`config.mk`:
```
export PLATFORM = sky130hd
export DESIGN_NAME = uart_tx_flat
export DESIGN_NICKNAME = d
export VERILOG_FILES = /design/src/rtl/uart_pkg.sv /design/src/rtl/uart_tx_if.sv /design/src/rtl/uart_baud_counter.sv /design/src/rtl/uart_tx.sv /design/src/flat_wrapper.sv
export SDC_FILE = /design/constraint.sdc
export NUM_CORES = 1
export LEC_CHECK = 0
export ABC_AREA = 0
export CAP_MARGIN = 25
export CORE_ASPECT_RATIO = 2
export CORE_UTILIZATION = 32
export DETAILED_ROUTE_END_ITERATION = 6
export PLACE_DENSITY = 0.48
export SLEW_MARGIN = 20
export SYNTH_ARGS = -nofsm -noshare
export SYNTH_HDL_FRONTEND = slang
export SYNTH_SLANG_ARGS = --single-unit
```
`constraint.sdc`:
```
create_clock -name CLK -period 2.8 [get_ports CLK]
set_clock_uncertainty 0.15 [all_clocks]
set_input_delay 0.56 -clock CLK [delete_from_list [all_inputs] [get_ports CLK]]
set_output_delay 0.56 -clock CLK [all_outputs]
set_load 0.01 [all_outputs]
```
`src/rtl/uart_pkg.sv`:
```
// Shared UART definitions: frame-state encoding, parity modes and a frame-length helper.
// Imported by the transmitter today and intended for a matching receiver later.
package uart_pkg;

   typedef enum logic [2:0] {
      ST_IDLE  = 3'd0,
      ST_START = 3'd1,
      ST_DATA  = 3'd2,
      ST_PAR   = 3'd3,
      ST_STOP  = 3'd4
   } uart_state_e;

   localparam int PAR_NONE = 0;
   localparam int PAR_ODD  = 1;
   localparam int PAR_EVEN = 2;

   // Clock cycles occupied by one complete frame on the serial line.
   function automatic int frame_cycles(input int clk_div, input int data_bits,
                                       input int parity, input int stop_bits);
      return clk_div * (1 + data_bits + ((parity != PAR_NONE) ? 1 : 0) + stop_bits);
   endfunction

endpackage

```
`src/rtl/uart_tx_if.sv`:
```
// FIFO_SYNC-style read port: the FIFO presents a word with REQ, the consumer takes it with ACK.
interface uart_tx_if #(
   parameter int DATA_BITS = 8
);
   logic [DATA_BITS-1:0] DATA_IN;
   logic                 REQ_IN;
   logic                 ACK_OUT;

   modport master (output DATA_IN, output REQ_IN, input ACK_OUT);
   modport slave  (input DATA_IN, input REQ_IN, output ACK_OUT);
endinterface

```
`src/rtl/uart_baud_counter.sv`:
```
// Bit-period timer: reloads at the start of every serial bit and flags the bit's final cycle.
module uart_baud_counter #(
   parameter int CLK_DIV = 16
) (
   input  logic CLK,
   input  logic RESET_IN,
   input  logic load_i,
   input  logic enable_i,
   output logic bit_end_o
);

   localparam int CW = (CLK_DIV > 1) ? $clog2(CLK_DIV) : 1;

   logic [CW-1:0] cnt_q;
   logic [CW-1:0] cnt_d;

   always_comb begin
      cnt_d = cnt_q;
      if (load_i) begin
         cnt_d = CW'(CLK_DIV - 1);
      end else if (enable_i && (cnt_q != '0)) begin
         cnt_d = cnt_q - CW'(1);
      end
   end

   always_ff @(posedge CLK or posedge RESET_IN) begin
      if (RESET_IN) begin
         cnt_q <= '0;
      end else begin
         cnt_q <= cnt_d;
      end
   end

   assign bit_end_o = (cnt_q == '0);

endmodule

```
`src/rtl/uart_tx.sv`:
```
// UART transmitter draining a FIFO read port: start bit, LSB-first data, optional parity, stop bits.
// A word waiting at the end of the last stop bit is taken immediately, giving gap-free frames.
module uart_tx
   import uart_pkg::*;
#(
   parameter int CLK_DIV   = 16,
   parameter int DATA_BITS = 8,
   parameter int PARITY    = PAR_NONE,
   parameter int STOP_BITS = 1
) (
   input  logic       CLK,
   input  logic       RESET_IN,
   uart_tx_if.slave   fifo_rd,
   output logic       TXD_OUT,
   output logic       BUSY_OUT
);

   if (CLK_DIV < 2 || DATA_BITS < 5 || DATA_BITS > 9 ||
       (STOP_BITS != 1 && STOP_BITS != 2) || PARITY < 0 || PARITY > 2) begin : g_param_check
      $error("uart_tx: illegal parameter set");
   end

   localparam int BCW = $clog2(DATA_BITS);

   uart_state_e          state_q, state_d;
   logic [DATA_BITS-1:0] shreg_q, shreg_d;
   logic [BCW-1:0]       bitcnt_q, bitcnt_d;
   logic                 par_q, par_d;
   logic                 txd_q, txd_d;
   logic                 ack;
   logic                 load;
   logic                 bit_end;

   uart_baud_counter #(.CLK_DIV(CLK_DIV)) u_baud (
      .CLK       (CLK),
      .RESET_IN  (RESET_IN),
      .load_i    (load),
      .enable_i  (state_q != ST_IDLE),
      .bit_end_o (bit_end)
   );

   always_comb begin
      state_d  = state_q;
      shreg_d  = shreg_q;
      bitcnt_d = bitcnt_q;
      par_d    = par_q;
      ack      = 1'b0;
      load     = 1'b0;
      txd_d    = 1'b1;

      unique case (state_q)
         ST_IDLE: begin
            if (fifo_rd.REQ_IN) begin
               ack     = 1'b1;
               shreg_d = fifo_rd.DATA_IN;
               par_d   = 1'b0;
               state_d = ST_START;
               load    = 1'b1;
            end
         end
         ST_START: begin
            if (bit_end) begin
               state_d  = ST_DATA;
               bitcnt_d = '0;
               load     = 1'b1;
            end
         end
         ST_DATA: begin
            if (bit_end) begin
               par_d   = par_q ^ shreg_q[0];
               shreg_d = shreg_q >> 1;
               load    = 1'b1;
               if (bitcnt_q == BCW'(DATA_BITS - 1)) begin
                  state_d  = (PARITY != PAR_NONE) ? ST_PAR : ST_STOP;
                  bitcnt_d = '0;
               end else begin
                  bitcnt_d = bitcnt_q + BCW'(1);
               end
            end
         end
         ST_PAR: begin
            if (bit_end) begin
               state_d  = ST_STOP;
               bitcnt_d = '0;
               load     = 1'b1;
            end
         end
         ST_STOP: begin
            if (bit_end) begin
               if (bitcnt_q == BCW'(STOP_BITS - 1)) begin
                  // Chain straight into the next frame when a word is already waiting.
                  if (fifo_rd.REQ_IN) begin
                     ack     = 1'b1;
                     shreg_d = fifo_rd.DATA_IN;
                     par_d   = 1'b0;
                     state_d = ST_START;
                     load    = 1'b1;
                  end else begin
                     state_d = ST_IDLE;
                  end
               end else begin
                  bitcnt_d = bitcnt_q + BCW'(1);
                  load     = 1'b1;
               end
            end
         end
         default: state_d = ST_IDLE;
      endcase

      // The line level is registered, so it is derived from the state being entered.
      unique case (state_d)
         ST_START: txd_d = 1'b0;
         ST_DATA:  txd_d = shreg_d[0];
         ST_PAR:   txd_d = (PARITY == PAR_EVEN) ? par_d : ~par_d;
         default:  txd_d = 1'b1;
      endcase
   end

   always_ff @(posedge CLK or posedge RESET_IN) begin
      if (RESET_IN) begin
         state_q  <= ST_IDLE;
         shreg_q  <= '0;
         bitcnt_q <= '0;
         par_q    <= 1'b0;
         txd_q    <= 1'b1;
      end else begin
         state_q  <= state_d;
         shreg_q  <= shreg_d;
         bitcnt_q <= bitcnt_d;
         par_q    <= par_d;
         txd_q    <= txd_d;
      end
   end

   assign fifo_rd.ACK_OUT = ack & ~RESET_IN;
   assign TXD_OUT         = txd_q;
   assign BUSY_OUT        = (state_q != ST_IDLE);

endmodule

```
`src/flat_wrapper.sv`:
```
// flat-port wrapper written by rule: the top's interface ports become plain ports
module uart_tx_flat import uart_pkg::*;
#(
   parameter int CLK_DIV   = 16,
   parameter int DATA_BITS = 8,
   parameter int PARITY    = PAR_NONE,
   parameter int STOP_BITS = 1
)
  (CLK, RESET_IN, TXD_OUT, BUSY_OUT, fifo_rd_DATA_IN, fifo_rd_REQ_IN, fifo_rd_ACK_OUT);
  uart_tx_if #(.DATA_BITS(DATA_BITS)) fifo_rd_i ();
  input  logic CLK;
  input  logic RESET_IN;
  output logic TXD_OUT;
  output logic BUSY_OUT;
  input wire logic [$bits(fifo_rd_i.DATA_IN)-1:0] fifo_rd_DATA_IN;
  input wire logic [$bits(fifo_rd_i.REQ_IN)-1:0] fifo_rd_REQ_IN;
  output wire logic [$bits(fifo_rd_i.ACK_OUT)-1:0] fifo_rd_ACK_OUT;
  assign fifo_rd_i.DATA_IN = fifo_rd_DATA_IN;
  assign fifo_rd_i.REQ_IN = fifo_rd_REQ_IN;
  assign fifo_rd_ACK_OUT = fifo_rd_i.ACK_OUT;
  uart_tx #(.CLK_DIV(CLK_DIV), .DATA_BITS(DATA_BITS), .PARITY(PARITY), .STOP_BITS(STOP_BITS)) u_core (.CLK(CLK), .RESET_IN(RESET_IN), .fifo_rd(fifo_rd_i), .TXD_OUT(TXD_OUT), .BUSY_OUT(BUSY_OUT));
endmodule
```
After elaboration in Yosys (flattened, before gate mapping). Index checks and enable logic that the tools add are counted.

Flip-flop bits (word level): 20. Latch bits: 0. Bits in writable memories: 0. ROM bits: 0. Input bits: 11. Word-level logic and storage cells: 75. Memories kept: 0.

Add/subtract/negate cells: 2. $mul: 0. Divide/modulo/power cells: 0. Magnitude comparators: 0. Eq/ne operators: 13. Shift operators: 0. Multiplexer cells: 36. Bitwise logic cells: 4. Reductions and logical operators: 13.

Operator list (count): 3-bit two-way mux (12); 8-bit two-way mux (4); 8-bit case mux with 3 select lines (1); 3-bit case mux with 5 select lines (1); 3-bit by 2-bit equality test with 1-bit output, second input constant (4); 1-bit two-way mux (11); 1-bit case mux with 3 select lines (3); 3-bit case mux with 3 select lines (1); 3-bit nonzero test (3); 4-bit two-way mux (2); 2-bit by 1-bit inequality test with 1-bit output, second input constant (4); 3-bit by 1-bit equality test with 1-bit output, second input constant (2); 3-bit equality test, second input constant (2); 3-bit zero test (2); 5-bit AND reduction (1); 4-bit zero test (1); 4-bit AND reduction (1); 4-bit nonzero test (1); 4-bit by 1-bit subtractor with 4-bit output, second input constant (1); 3-bit by 1-bit adder with 3-bit output, second input constant (1); 3-bit OR reduction (1); 2-bit inequality test, second input constant (1); 1-bit NOT (2); 1-bit case mux with 2 select lines (1); 5 further kinds (5).

Logic depth before layout (Yosys ltp). Gate-level depths: netlist of run 1.

Depth in word-level cells: 6. Mapped depth: 9. Gate-level depth less buffers: 7.

Hierarchy. From an unflattened synthesis of run 1, not the netlist that was laid out.

Cells, all modules: 117. Area total of the unflattened synthesis: 1126.1 um^2.

Modules (own cells, without submodules): uart_tx (times used 1, cells an instance 95, area each 903.4 um^2, sequential area each 401.6 um^2); uart_baud_counter (times used 1, cells an instance 22, area each 222.7 um^2, sequential area each 100.1 um^2).

Worst setup path after synthesis of run 1. OpenSTA, ideal clock, no wires.

Path type: register -> output. Start point: register u_core.u_baud.cnt_q[0]. End point: output port fifo_rd_ACK_OUT. Data arrival time: 1.712 ns. Data required time: 2.090 ns. Setup slack: 0.378 ns. Stages on the path, launching flop included: 7. Cells stage by stage: dfrtp_1 -> inv_1 -> ha_1 -> or3b_1 -> buf_6 -> or3_1 -> a21oi_1.

Longest elaborated chain between the ends: 4.

RTL lines: start: declaration (line uart_baud_counter.sv:14) `logic [CW-1:0] cnt_q;`; start signal: assignment (line uart_baud_counter.sv:30) `cnt_q <= cnt_d;`; 4-bit zero test (line uart_baud_counter.sv:34) `assign bit_end_o = (cnt_q == '0);`; 1-bit two-way mux (line uart_tx.sv:89) `if (bit_end) begin`; 1-bit case mux with 2 select lines (line uart_tx.sv:51) `unique case (state_q)`; 1-bit AND (line uart_tx.sv:135) `assign fifo_rd.ACK_OUT = ack & ~RESET_IN;`; end: declaration (line flat_wrapper.sv:17) `output wire logic [$bits(fifo_rd_i.ACK_OUT)-1:0] fifo_rd_ACK_OUT;`.

Every way passes these cells.

Worst setup path in the final report of run 1.
Start point: input port fifo_rd_REQ_IN. End point: output port fifo_rd_ACK_OUT.

Longest elaborated chain between the ends: 5.

RTL lines: start: declaration (line flat_wrapper.sv:16) `input wire logic [$bits(fifo_rd_i.REQ_IN)-1:0] fifo_rd_REQ_IN;`; 1-bit two-way mux * (line uart_tx.sv:53, uart_tx.sv:92); 1-bit two-way mux (line uart_tx.sv:90) `if (bitcnt_q == BCW'(STOP_BITS - 1)) begin`; 1-bit two-way mux (line uart_tx.sv:89); 1-bit case mux with 2 select lines * (line uart_tx.sv:51); 1-bit AND * (line uart_tx.sv:135).

Every way passes the cells marked *; elsewhere a longest branch is shown, timed or not.

==> results.txt, run 1 <==
In the routed design, unresolved DRC markers number 0. The number of hold buffers added after cts is 0. The net count of the finished layout came out at 161. The multi-input gate area in the final layout came out at about 570 µm². The number of max-capacitance violations reported is 0. The deepest level of the CTS H-tree came out at 1. The die span in y is 86.1 µm. Synthesis inferred 20 register bits. The kind of cell with the highest combined delay along the critical path is simple AND/OR/NAND/NOR gates. The die covers about 0.0038 mm². No sink is reached through more buffers than the 2 on the longest clock path. The sum of routed wire length over all layers is 2510 µm. Setup violations remaining at the end of the flow were counted as 0. Sorting the synthesized cells by area gives the leading types as dfrtp_1 42%, nand2_1 7.3%, a22oi_1 4.6%, ha_1 4.4%, inv_1 3.0%.

The standby leakage power came out at 0.638 nW. The fraction of final layout cells with drive strength greater than 1 is about 17%. Clock latency on the worst-skew pair, taken at its later pin, is 250 ps. The library cell used most frequently in the layout, excluding fill and tap cells, is nand2_1. The total via count after detailed routing came out at 944. IR analysis of the VDD net gives a maximum drop of 0.224 mV. The share of total power in the clock network is between 30% and 40%. The cell at the root of the clock tree is clkbuf_8.

Counting every sink on the clock net gives 20. The per-instance average area after synthesis came out at roughly 9.4 µm². The total clock buffers created by CTS is 3. The worst path uses a little over nine tenths of the clock period. The arrival time at the worst endpoint came out at 2050 ps. The floorplan has 30 rows. The number of buffers and inverters on the critical path is 2. The first-pass GRT wire length came out at ~4500 µm. The post-synthesis instance area is between 0.001 and 0.0015 mm².

In this run the tightest slew margin relative to its limit is 47.3%. The initial antenna violation count is 0. The initial detailed-routing violation count is 10. The clock transition at the registers of the reported paths is 70 ps. In this run switching power makes up between 10% and 20% of total power.

The detailed-placement wirelength estimate came out at between 1500 and 2000 µm. The placeable core region is 0.00338 mm². The highest cell delay on the worst timing path came out at 490 ps.

The number of instances in the synthesized netlist is 120. The routability-driven placement congestion ratio is between 0.7 and 0.8. The tightest min-delay check is of the reg2reg type. The first detailed-routing pass ran for 6 iterations. For the finished layout, the period the worst path requires is ~2800 ps. The count of final max-slew check failures came out at 0. The total power consumption of the routed design is approximately 0.00050 W. For this design the top-level I/O count stands at 14.

The detail route stage leaves a number of antenna-violating nets equal to 0. The post-CTS setup buffer count is 0. The combinational fraction of design power came out at around 4.6%.

The number of buffers added on ports is 13. The effective utilization at floorplan is roughly a third. The flow ran to the end, and the final reports show no timing, DRC or antenna violations. The power density over the cells is 356 mW/mm².

The top cell types in the final layout, fill and taps aside, are 22 x nand2_1, 19 x dfrtp_1, 13 x buf_4. The sort of element at the end of the critical path is a primary output. On the critical path, the stage with the largest delay is an instance of clkdlybuf4s50_1. Of the post-synthesis cell area, the dominant cell type holds between 40% and 50%. Setup repair after global routing left no endpoint under its margin.

Counting the fill cells in the layout gives around 380. Along the worst path, the maximum fanout reaches 2. The via count of the first global-routing pass came to between 1k and 1.5k. The worst register-to-register path begins at u_core.u_baud.cnt_q[0].

In this run the worst setup path begins at fifo_rd_REQ_IN. The area added between synthesis and finish is 24.8%. The synthesized design spends more area on one cell type than any other, namely dfrtp_1.

The average wire length per cell after detail routing came out at roughly 14 µm. The pin count of the biggest net entering global routing is 21. The worst path setup slack after routing is approximately 44 ps. For this run, the number of Yosys warnings is 0. TritonCTS built the clock tree.

The average via count per standard cell came out at between 5 and 6. The repair_antennas step left the layout with diodes totalling 0. The combined global-route utilization of all metal layers is around 16%. The startpoint of the tightest hold check path is u_core.par_q. The sequential share of power is 57.8%. Registers take 502 µm². The slew at the pin with the worst max-slew slack came out at ~790 ps. The required time of the critical path is between 2000 and 2500 ps. The net switching power is around 0.0001 W. The kind of start point of the critical path is a primary input.

The sequential share of the synthesized area came out at approximately 44%. The critical path class is in2out. The final number of hold-violating endpoints is 0. Synthesis produced a netlist with a net count of 135. The critical path goes through clkdlybuf4s50_1, or3b_4, or3_1, a21oi_1, buf_2. Internal power comes to approximately 0.0004 W.

The total negative slack is 0 ps. The total overflow reported by the global router came out at 0. The number of library cell types mapped by synthesis came out at 37.

Measured along the x axis, the die boundary spans ~44 µm. The upper clock frequency limit is approximately 360 MHz. At the placement stage, the worst setup path has a slack of -340 ps.
[metal layers]
layer / vias up / part of all wire [%] / GRT usage (%)
met5: - / 0 / 0
met3: 4 / 1.9 / 2.11
li1: 469 / - / -
met1: 455 / 39 / 17.0
met4: 0 / 1.7 / 6.61
met2: 16 / 58 / 29.0
[layout make-up]
class	count	area share [%]
clock buffers	4	3.19
inverters	9	2.39
multi-input cells	86	40.3
flip-flops and latches	20	35.5
well taps	32	2.83
repair buffers	26	15.8
[cells by family (layout without fill, tap and decap cells)]
group                      after synthesis  after routing  share of synthesized area (%)
adders and majority gates                4              4                           4.42
DFF                                     20             20                           44.3
muxes                                    4              4                           3.65
buffers and inverters                   14             39                           5.64
xor gates and xnor gates                 2              2                           1.55
and+or+nand+nor                         50             50                           24.0
AOI/OAI and AO/OA                       26             26                           16.5
[metrics by stage]
| stage | cell area, µm² | std cells | hold slack, ps | util, % |
|---|---|---|---|---|
| floorplan | 1130 | 120 | 284 | - |
| global placement | 1370 | 173 | 302 | 40.6 |
| detailed placement | 1370 | 173 | 305 | 40.6 |
| CTS | 1410 | 177 | 314 | 41.8 |
| global route | 1410 | 177 | 354 | 41.8 |
| finish | 1410 | 177 | 311 | 41.8 |
[worst reg2reg max path, stage by stage (launching register included)]
cell,delay (ps)
dfrtp_1,390
inv_1,80
ha_1,170
or3b_1,380
buf_4,180
o31ai_4,470
nor3b_2,90
or3b_1,390
[power by group through the flow]
| stage | Clock (W) | Sequential (W) | Combinational (W) |
|---|---|---|---|
| 3_5_place_dp | 0 | 0.000296 | 0.0000238 |
| 4_1_cts | 0.000201 | 0.000290 | 0.0000241 |
| 5_1_grt | 0.000210 | 0.000290 | 0.0000264 |
| 2_1_floorplan | 0 | 0.000296 | 0.00000587 |
| 6_report | 0.000189 | 0.000290 | 0.0000232 |
| 3_3_place_gp | 0 | 0.000296 | 0.0000236 |
[cells in the mapped netlist, drive strengths merged]
master,count
and4,1
nor3,1
nand2b,3
mux2i,3
dfrtp,19
o211ai,2
nand4,1
ha,4
or2,2
a22oi,7
dfstp,1
nand4b,1
a311oi,1
nand3,2
a211oi,1
or3b,3
buf,2
or4b,1
a31oi,2
and4bb,1
o31ai,1
nand2,22
or3,3
a2bb2oi,1
nor3b,2
nor4,1
xnor2,2
nor2b,1
a21oi,6
o21ai,5
mux2,1
nor2,5
clkbuf,3
inv,9
[flip-flops by register name, summed over array words and instances (netlist names)]
| name | flops |
|---|---|
| u_core.u_baud.cnt_q | 4 |
| u_core.TXD_OUT | 1 |
| u_core.par_q | 1 |
| u_core.shreg_q | 8 |
| u_core.state_q | 3 |
| u_core.bitcnt_q | 3 |
[worst paths after layout]
path / slack (ps) / end / depth (start not counted)
setup / recovery: 40 / fifo_rd_ACK_OUT / 5
hold / removal: 310 / u_core.par_q / 1
setup reg to reg: 380 / u_core.shreg_q[0] / 7
hold reg to reg: 310 / u_core.par_q / 1
max in group asynchronous: 1380 / u_core.shreg_q[4] / 2
min in group asynchronous: 630 / u_core.u_baud.cnt_q[1] / 2
[what timing repair did]
action,in CTS,in global routing
setup endpoints to repair,1,0
hold endpoints to repair,0,0
resized for setup,5,0
Note: power is estimated with default switching activity, not from simulation.
==> inputs of run 2 (changes only) <==
PLACE_DENSITY = unset   (was 0.48)
PLACE_DENSITY_LB_ADDON = 0.12   (was unset)
==> run 2 against run 1 <==
Non-clock buffer count decreased by 1. Design area down 0.18%. Cell count down 0.56%. Die area unchanged. Sequential share of layout area up 0.063 points. Wire length fell by 3.3%. Sequential power about the same.
==> results.txt, run 2 (same netlist as run 1, synthesis figures left out) <==
The placeable core region came out at 0.00338 mm² (unchanged). The kind of start point of the critical path is a primary input (unchanged). The count of final max-slew check failures came out at 0 (unchanged). The routability-driven placement congestion ratio is 0.732 (was 0.718). The number of max-capacitance violations reported is 0 (unchanged). The total via count after detailed routing came out at 945 (was 944). The clock transition at the registers of the reported paths came to 70 ps (about the same). The register cell area after layout is 502 µm² (unchanged). The final setup violation count came out at 0 (unchanged). The multi-input gate area in the final layout came to 574 µm² (was 569 µm²). The detailed-placement wirelength estimate came to 2000 µm (about the same). The share of the core filled with cells in the final layout is 41.7% (was 41.8%). The fraction of final layout cells with drive strength greater than 1 is 17.4% (was 17.2%). The slowest cell on the critical path was clkdlybuf4s50_1 (unchanged). The critical path class is in2out (unchanged). Largest registers: u_core.shreg_q (8), u_core.u_baud.cnt_q (4) (unchanged). The combinational fraction of design power came out at 4.5% (was 4.6%). The most common cell after layout, fill and taps aside was nand2_1 (unchanged). The post-CTS setup buffer count is 0 (unchanged). The flip-flop count of the largest register, all copies and words added is 8 (unchanged).

The highest net fanout along the worst path was 2 (unchanged). The average via count per standard cell was 5.37 (was 5.33). The post-CTS resize count is 6 (was 5). The final number of hold-violating endpoints is 0 (unchanged).

The first-pass detailed-route iteration total was 6 (unchanged). Highest-count cells in the layout ignoring fill and taps: 22 x nand2_1, 19 x dfrtp_1, 12 x clkdlybuf4s50_1, 12 x buf_4, 9 x inv_1 (was 22 x nand2_1, 19 x dfrtp_1, 13 x buf_4). The sum of routed wire length over all layers is 2430 µm (was 2510 µm). The die width came out at 44.1 µm (unchanged). The initial antenna violation count came out at 0 (unchanged).

The total overflow reported by the global router is 0 (unchanged). The number of buffers added on ports is 13 (unchanged). The combined global-route utilization of all metal layers came out at 15.3% (was 15.8%).

The dominant delay contributor by cell family on the critical path is simple AND/OR/NAND/NOR gates (unchanged). The number of buffers and inverters on the critical path is 2 (unchanged). The total clock sinks came out at 20 (unchanged).

The number of top-level pins came to 14 (unchanged). The net count of the finished layout came out at 160 (was 161). The worst min-delay path category is reg2reg (unchanged). Outcome: complete, no violations (unchanged).

The average wire length per cell after detail routing came out at 13.8 µm (was 14.2 µm). The maximum clock insertion buffer count came out at 2 (unchanged). The total power consumption of the routed design is 0.000503 W (about the same). The number of routed nets with antenna violations came out at 0 (unchanged). The effective utilization at floorplan is 33.5% (unchanged). The power density over the cells came to 357 mW/mm² (was 356 mW/mm²). The deepest level of the CTS H-tree is 1 (unchanged).

The initial detailed-routing violation count came out at 25 (was 10). The standby leakage power is 0.634 nW (was 0.638 nW). Cell Chain, Critical Path: clkdlybuf4s50_1, or3b_4, or3_4, a21oi_1, buf_2 (was clkdlybuf4s50_1, or3b_4, or3_1, a21oi_1, buf_2).

The slew at the pin with the worst max-slew slack came out at 760 ps (was 789 ps). The number of hold buffers added after cts is 0 (unchanged). The number of diodes came out at 0 (unchanged). The number of cell rows is 30 (unchanged). The clock tree from TritonCTS was done (unchanged). The sort of element at the end of the critical path was a primary output (unchanged). The number of filler cells placed in the layout is 353 (was 376).

The required time of the critical path came out at 2090 ps (about the same). The period utilization came out at 97.0% (was 98.4%). The die span in y is 86.1 µm (unchanged). The internal power consumption is 0.000405 W (about the same). The total clock buffers created by CTS is 3 (unchanged). The highest cell delay on the worst timing path is 470 ps (was 490 ps). The sequential share of power is 57.7% (was 57.8%). Unrepaired setup endpoints after global routing: no (unchanged). The switching fraction of total power came out at 19.5% (was 19.4%).

The net switching power is 0.0000983 W (was 0.0000977 W). The upper clock frequency limit came out at 368 MHz (was 363 MHz). The post-detailed-route DRC marker count came to 0 (unchanged).

The pin count of the biggest net entering global routing is 21 (unchanged). The die area is 0.00379 mm² (unchanged). The top register by number of flip-flops is u_core.shreg_q (unchanged).

The largest vdd supply drop is 0.261 mV (was 0.224 mV). The cell at the root of the clock tree is clkbuf_8 (unchanged). The share of total power in the clock network was 37.8% (was 37.6%). The relative slew slack is 49.3% (was 47.3%). The first-pass GRT wire length was 4420 µm (was 4540 µm). The shortest period the worst path allows is 2720 ps (was 2760 ps). The clock insertion delay at the later pin of the skew report came out at 250 ps (about the same). The area added between synthesis and finish was 24.5% (was 24.8%). The via count of the first global-routing pass came out at 1,003 (was 1,026). The arrival time at the worst endpoint is 2010 ps (was 2050 ps).
==> run 2: worst paths after layout <==
check | start | endpoint | slack (ps) | cells after the start
max in group asynchronous | RESET_IN | u_core.shreg_q[7] | 1400 | 2
setup / recovery | fifo_rd_REQ_IN | fifo_rd_ACK_OUT | 80 | 5
hold reg to reg | u_core.par_q | u_core.par_q | 320 | 1
hold / removal | u_core.par_q | u_core.par_q | 320 | 1
setup reg to reg | u_core.u_baud.cnt_q[1] | u_core.shreg_q[0] | 360 | 7
min in group asynchronous | RESET_IN | u_core.state_q[0] | 630 | 2
==> run 2: routing by layer <==
layer	track usage, %	wire, µm	vias to the layer above
met5	0	0	-
met4	4.96	27	0
met3	1.89	47	2
met2	29.4	1450	12
met1	16.2	901	458
li1	-	-	473
==> run 2: final cells by class <==
type | count | share of cell area, %
Clock buffer | 4 | 3.19
Inverter | 9 | 2.40
Multi-Input combinational cell | 86 | 40.7
Sequential cell | 20 | 35.6
Tap cell | 32 | 2.84
Timing Repair Buffer | 25 | 15.3
==> run 2: metrics by stage <==
step / hold slack (ps) / worst slack [ps] / setup TNS (ps) / instance area [µm²] / std cells
floorplan: 284 / 378 / 0 / 1130 / 120
finish: 317 / 84.9 / 0 / 1410 / 176
global route: 359 / 56.1 / 0 / 1410 / 176
CTS: 323 / 79.1 / 0 / 1410 / 176
detailed placement: 312 / -326 / -326 / 1360 / 172
global placement: 305 / -294 / -294 / 1360 / 172
==> run 2: power groups by stage <==
stage	clock (W)	combinational, W	sequential [W]
CTS	0.000200	0.0000237	0.000290
detailed placement	0	0.0000235	0.000296
floorplan	0	0.00000587	0.000296
global placement	0	0.0000235	0.000296
global route	0.000210	0.0000264	0.000290
finish	0.000190	0.0000228	0.000290
==> inputs of run 3 (changes only) <==
CORE_UTILIZATION = 40   (was 32)
SETUP_SLACK_MARGIN = 0.15   (was unset)
==> run 3 against run 2 <==
Clock power grew 3%. Critical path type is now reg2out. Sequential power is essentially flat. Worst hold slack gained 0.99 ps. Die area shrank 19%.
==> results.txt, run 3 (same netlist as run 1, synthesis figures left out) <==
The path depth of the worst reg2reg path came out at 7 (unchanged). The clock tree from TritonCTS is done (unchanged). The deepest level of the CTS H-tree came to 1 (unchanged). The top register by number of flip-flops is u_core.shreg_q (unchanged). The dominant delay contributor by cell family on the critical path is simple AND/OR/NAND/NOR gates (unchanged). The net count of the finished layout came out at 161 (was 160). The standby leakage power is 0.642 nW (was 0.634 nW). The number of diodes came out at 0 (unchanged). The average via count per standard cell came to 5.50 (was 5.37). The number of cell rows was 27 (was 30). The via count of the first global-routing pass is 981 (was 1,003). The highest net fanout along the worst path came out at 2 (unchanged).

The sum of routed wire length over all layers came out at 2430 µm (about the same). The die span in y is 77.2 µm (was 86.1 µm). The clock insertion delay at the later pin of the skew report was 260 ps (was 250 ps). The placeable core region is 0.00270 mm² (was 0.00338 mm²). The die width is 39.6 µm (was 44.1 µm). The total clock sinks is 20 (unchanged). The count of final max-slew check failures came out at 0 (unchanged). The number of top-level pins is 14 (unchanged). The start point of the critical path is u_core.u_baud.cnt_q[0] (was fifo_rd_REQ_IN). The shortest period the worst path allows is 2590 ps (was 2720 ps). The arrival time at the worst endpoint is 1880 ps (was 2010 ps). Cell Chain, Critical Path: inv_2, ha_2, or3b_4, or3_4, a21oi_2, buf_2 (was clkdlybuf4s50_1, or3b_4, or3_4, a21oi_1, buf_2). The flip-flop count of the largest register, all copies and words added came out at 8 (unchanged). The clock transition at the registers of the reported paths came out at 70 ps (about the same). The largest vdd supply drop is 0.320 mV (was 0.261 mV). The die area came out at 0.00306 mm² (was 0.00379 mm²). The final-layout worst hold slack is 318 ps (was 317 ps). The combined global-route utilization of all metal layers came out at 19.5% (was 15.3%).

The instance area at placement is 0.00136 mm² (about the same). The register-to-register setup slack came out at 410 ps (was 360 ps). The number of max-capacitance violations reported is 0 (unchanged). The power density over the cells came out at 357 mW/mm² (about the same). The detailed-placement wirelength estimate is 1910 µm (was 2000 µm). Largest registers: u_core.shreg_q (8), u_core.u_baud.cnt_q (4) (unchanged). The sort of element at the end of the critical path is a primary output (unchanged). The total via count after detailed routing came out at 957 (was 945). The fraction of final layout cells with drive strength greater than 1 came out at 20.7% (was 17.4%). The most common cell after layout, fill and taps aside is nand2_1 (unchanged). The origin of the critical flop-to-flop path is u_core.u_baud.cnt_q[0] (was u_core.u_baud.cnt_q[1]).

The number of standard cells in the layout, taps in and fillers out came out at 174 (was 176). The worst min-delay path category is reg2reg (unchanged). The number of buffers and inverters on the critical path is 2 (unchanged). The upper clock frequency limit came out at 386 MHz (was 368 MHz). The placed instance count came out at 169 (was 172). The cell at the root of the clock tree was clkbuf_8 (unchanged). The post-detailed-route DRC marker count came out at 0 (unchanged).

The relative slew slack came out at 47.8% (was 49.3%). The initial detailed-routing violation count came to 21 (was 25). The first-pass GRT wire length came out at 4160 µm (was 4420 µm). The post-place setup slack was -354 ps (was -326 ps). The critical path class is reg2out (was in2out). The area added between synthesis and finish was 25.5% (was 24.5%). The first-pass detailed-route iteration total is 4 (was 6). The effective utilization at floorplan is 41.9% (was 33.5%).

The number of buffers added on ports came out at 13 (unchanged). The capture point of the worst path is fifo_rd_ACK_OUT (unchanged). Unrepaired setup endpoints after global routing: yes (was no). The worst path setup slack after routing came to 207 ps (was 84.9 ps). The period utilization came out at 92.6% (was 97.0%). The required time of the critical path came out at 2090 ps (about the same).

The highest cell delay on the worst timing path came out at 390 ps (was 470 ps). The cell count along the critical path was 6 (was 5). The number of routed nets with antenna violations is 0 (unchanged).

The routability-driven placement congestion ratio came out at 0.749 (was 0.732). The final number of hold-violating endpoints is 0 (unchanged). The slowest cell on the critical path is dfrtp_1 (was clkdlybuf4s50_1). The slew at the pin with the worst max-slew slack was 783 ps (was 760 ps). The average wire length per cell after detail routing came out at 14.0 µm (was 13.8 µm). The total overflow reported by the global router came to 0 (unchanged).

The total clock buffers created by CTS came out at 3 (unchanged). The final instance area came out at 0.00142 mm² (was 0.00141 mm²). The maximum clock insertion buffer count is 2 (unchanged). The end of the worst register-to-register path is u_core.shreg_q[0] (unchanged). The kind of start point of the critical path is a flip-flop (was primary input). Highest-count cells in the layout ignoring fill and taps: 22 x nand2_1, 19 x dfrtp_1, 13 x buf_4 (was 22 x nand2_1, 19 x dfrtp_1, 12 x clkdlybuf4s50_1, 12 x buf_4, 9 x inv_1).

The share of the core filled with cells in the final layout came out at 52.6% (was 41.7%). The initial antenna violation count came out at 0 (unchanged). The final setup violation count is 0 (unchanged).

Outcome: complete, no violations (unchanged). The pin count of the biggest net entering global routing came out at 21 (unchanged).
-- run 3: worst register-to-register path: stages (launching register included) --
cell and delay [ps]:
dfrtp_1 390, inv_2 70, ha_2 170, or3b_4 390
buf_4 170, o31ai_4 460, nor3b_2 90, or3b_1 380
-- run 3: worst min path at each step --
stage,startpoint,to,slack (ps),depth (start not counted)
final,u_core.par_q,u_core.par_q,320,1
after global routing,u_core.par_q,u_core.par_q,350,1
after CTS,u_core.par_q,u_core.par_q,320,1
after floorplan,u_core.par_q,u_core.par_q,280,1
after detailed placement,u_core.par_q,u_core.par_q,310,1
after global placement,u_core.par_q,u_core.par_q,300,1
-- run 3: final cells by class --
class | instances | area [µm²]
multi-input combinational | 86 | 583
sequential | 20 | 502
clock buffer | 4 | 45.0
inverter | 9 | 33.8
timing repair buffer | 26 | 221
tap | 29 | 36.3
fill | 284 | 1280
-- run 3: power breakdown --
group	leakage [nW]	switching, W	internal [W]
Clock	0.0228	0.0000932	0.000101
Combinational	0.396	0.00000919	0.0000137
Sequential	0.223	0.000000623	0.000290
Total	0.642	0.000103	0.000405
-- run 3: metal layers --
| metal | routed length [µm] | global-route usage, % | vias up | part of all wire, % |
|---|---|---|---|---|
| met2 | 1400 | 34.4 | 17 | 58 |
| met1 | 913 | 20.5 | 460 | 38 |
| li1 | - | - | 475 | - |
| met4 | 62 | 10.3 | 0 | 2.6 |
| met3 | 49 | 1.73 | 5 | 2.0 |
| met5 | 0 | 0 | - | 0 |
-- run 3: stage by stage --
step | setup TNS [ps] | power [W]
after floorplan | 0 | 0.000302
after global placement | -289 | 0.000319
after detailed placement | -354 | 0.000320
after CTS | 0 | 0.000515
after global routing | 0 | 0.000532
final | 0 | 0.000508
-- run 3: repair_timing --
action                     CTS  global route
buffers inserted             1             0
pin swaps                    2             1
hold endpoints to repair     0             0
resized for setup            9             2
hold buffers                 0             0
setup endpoints to repair    1             1
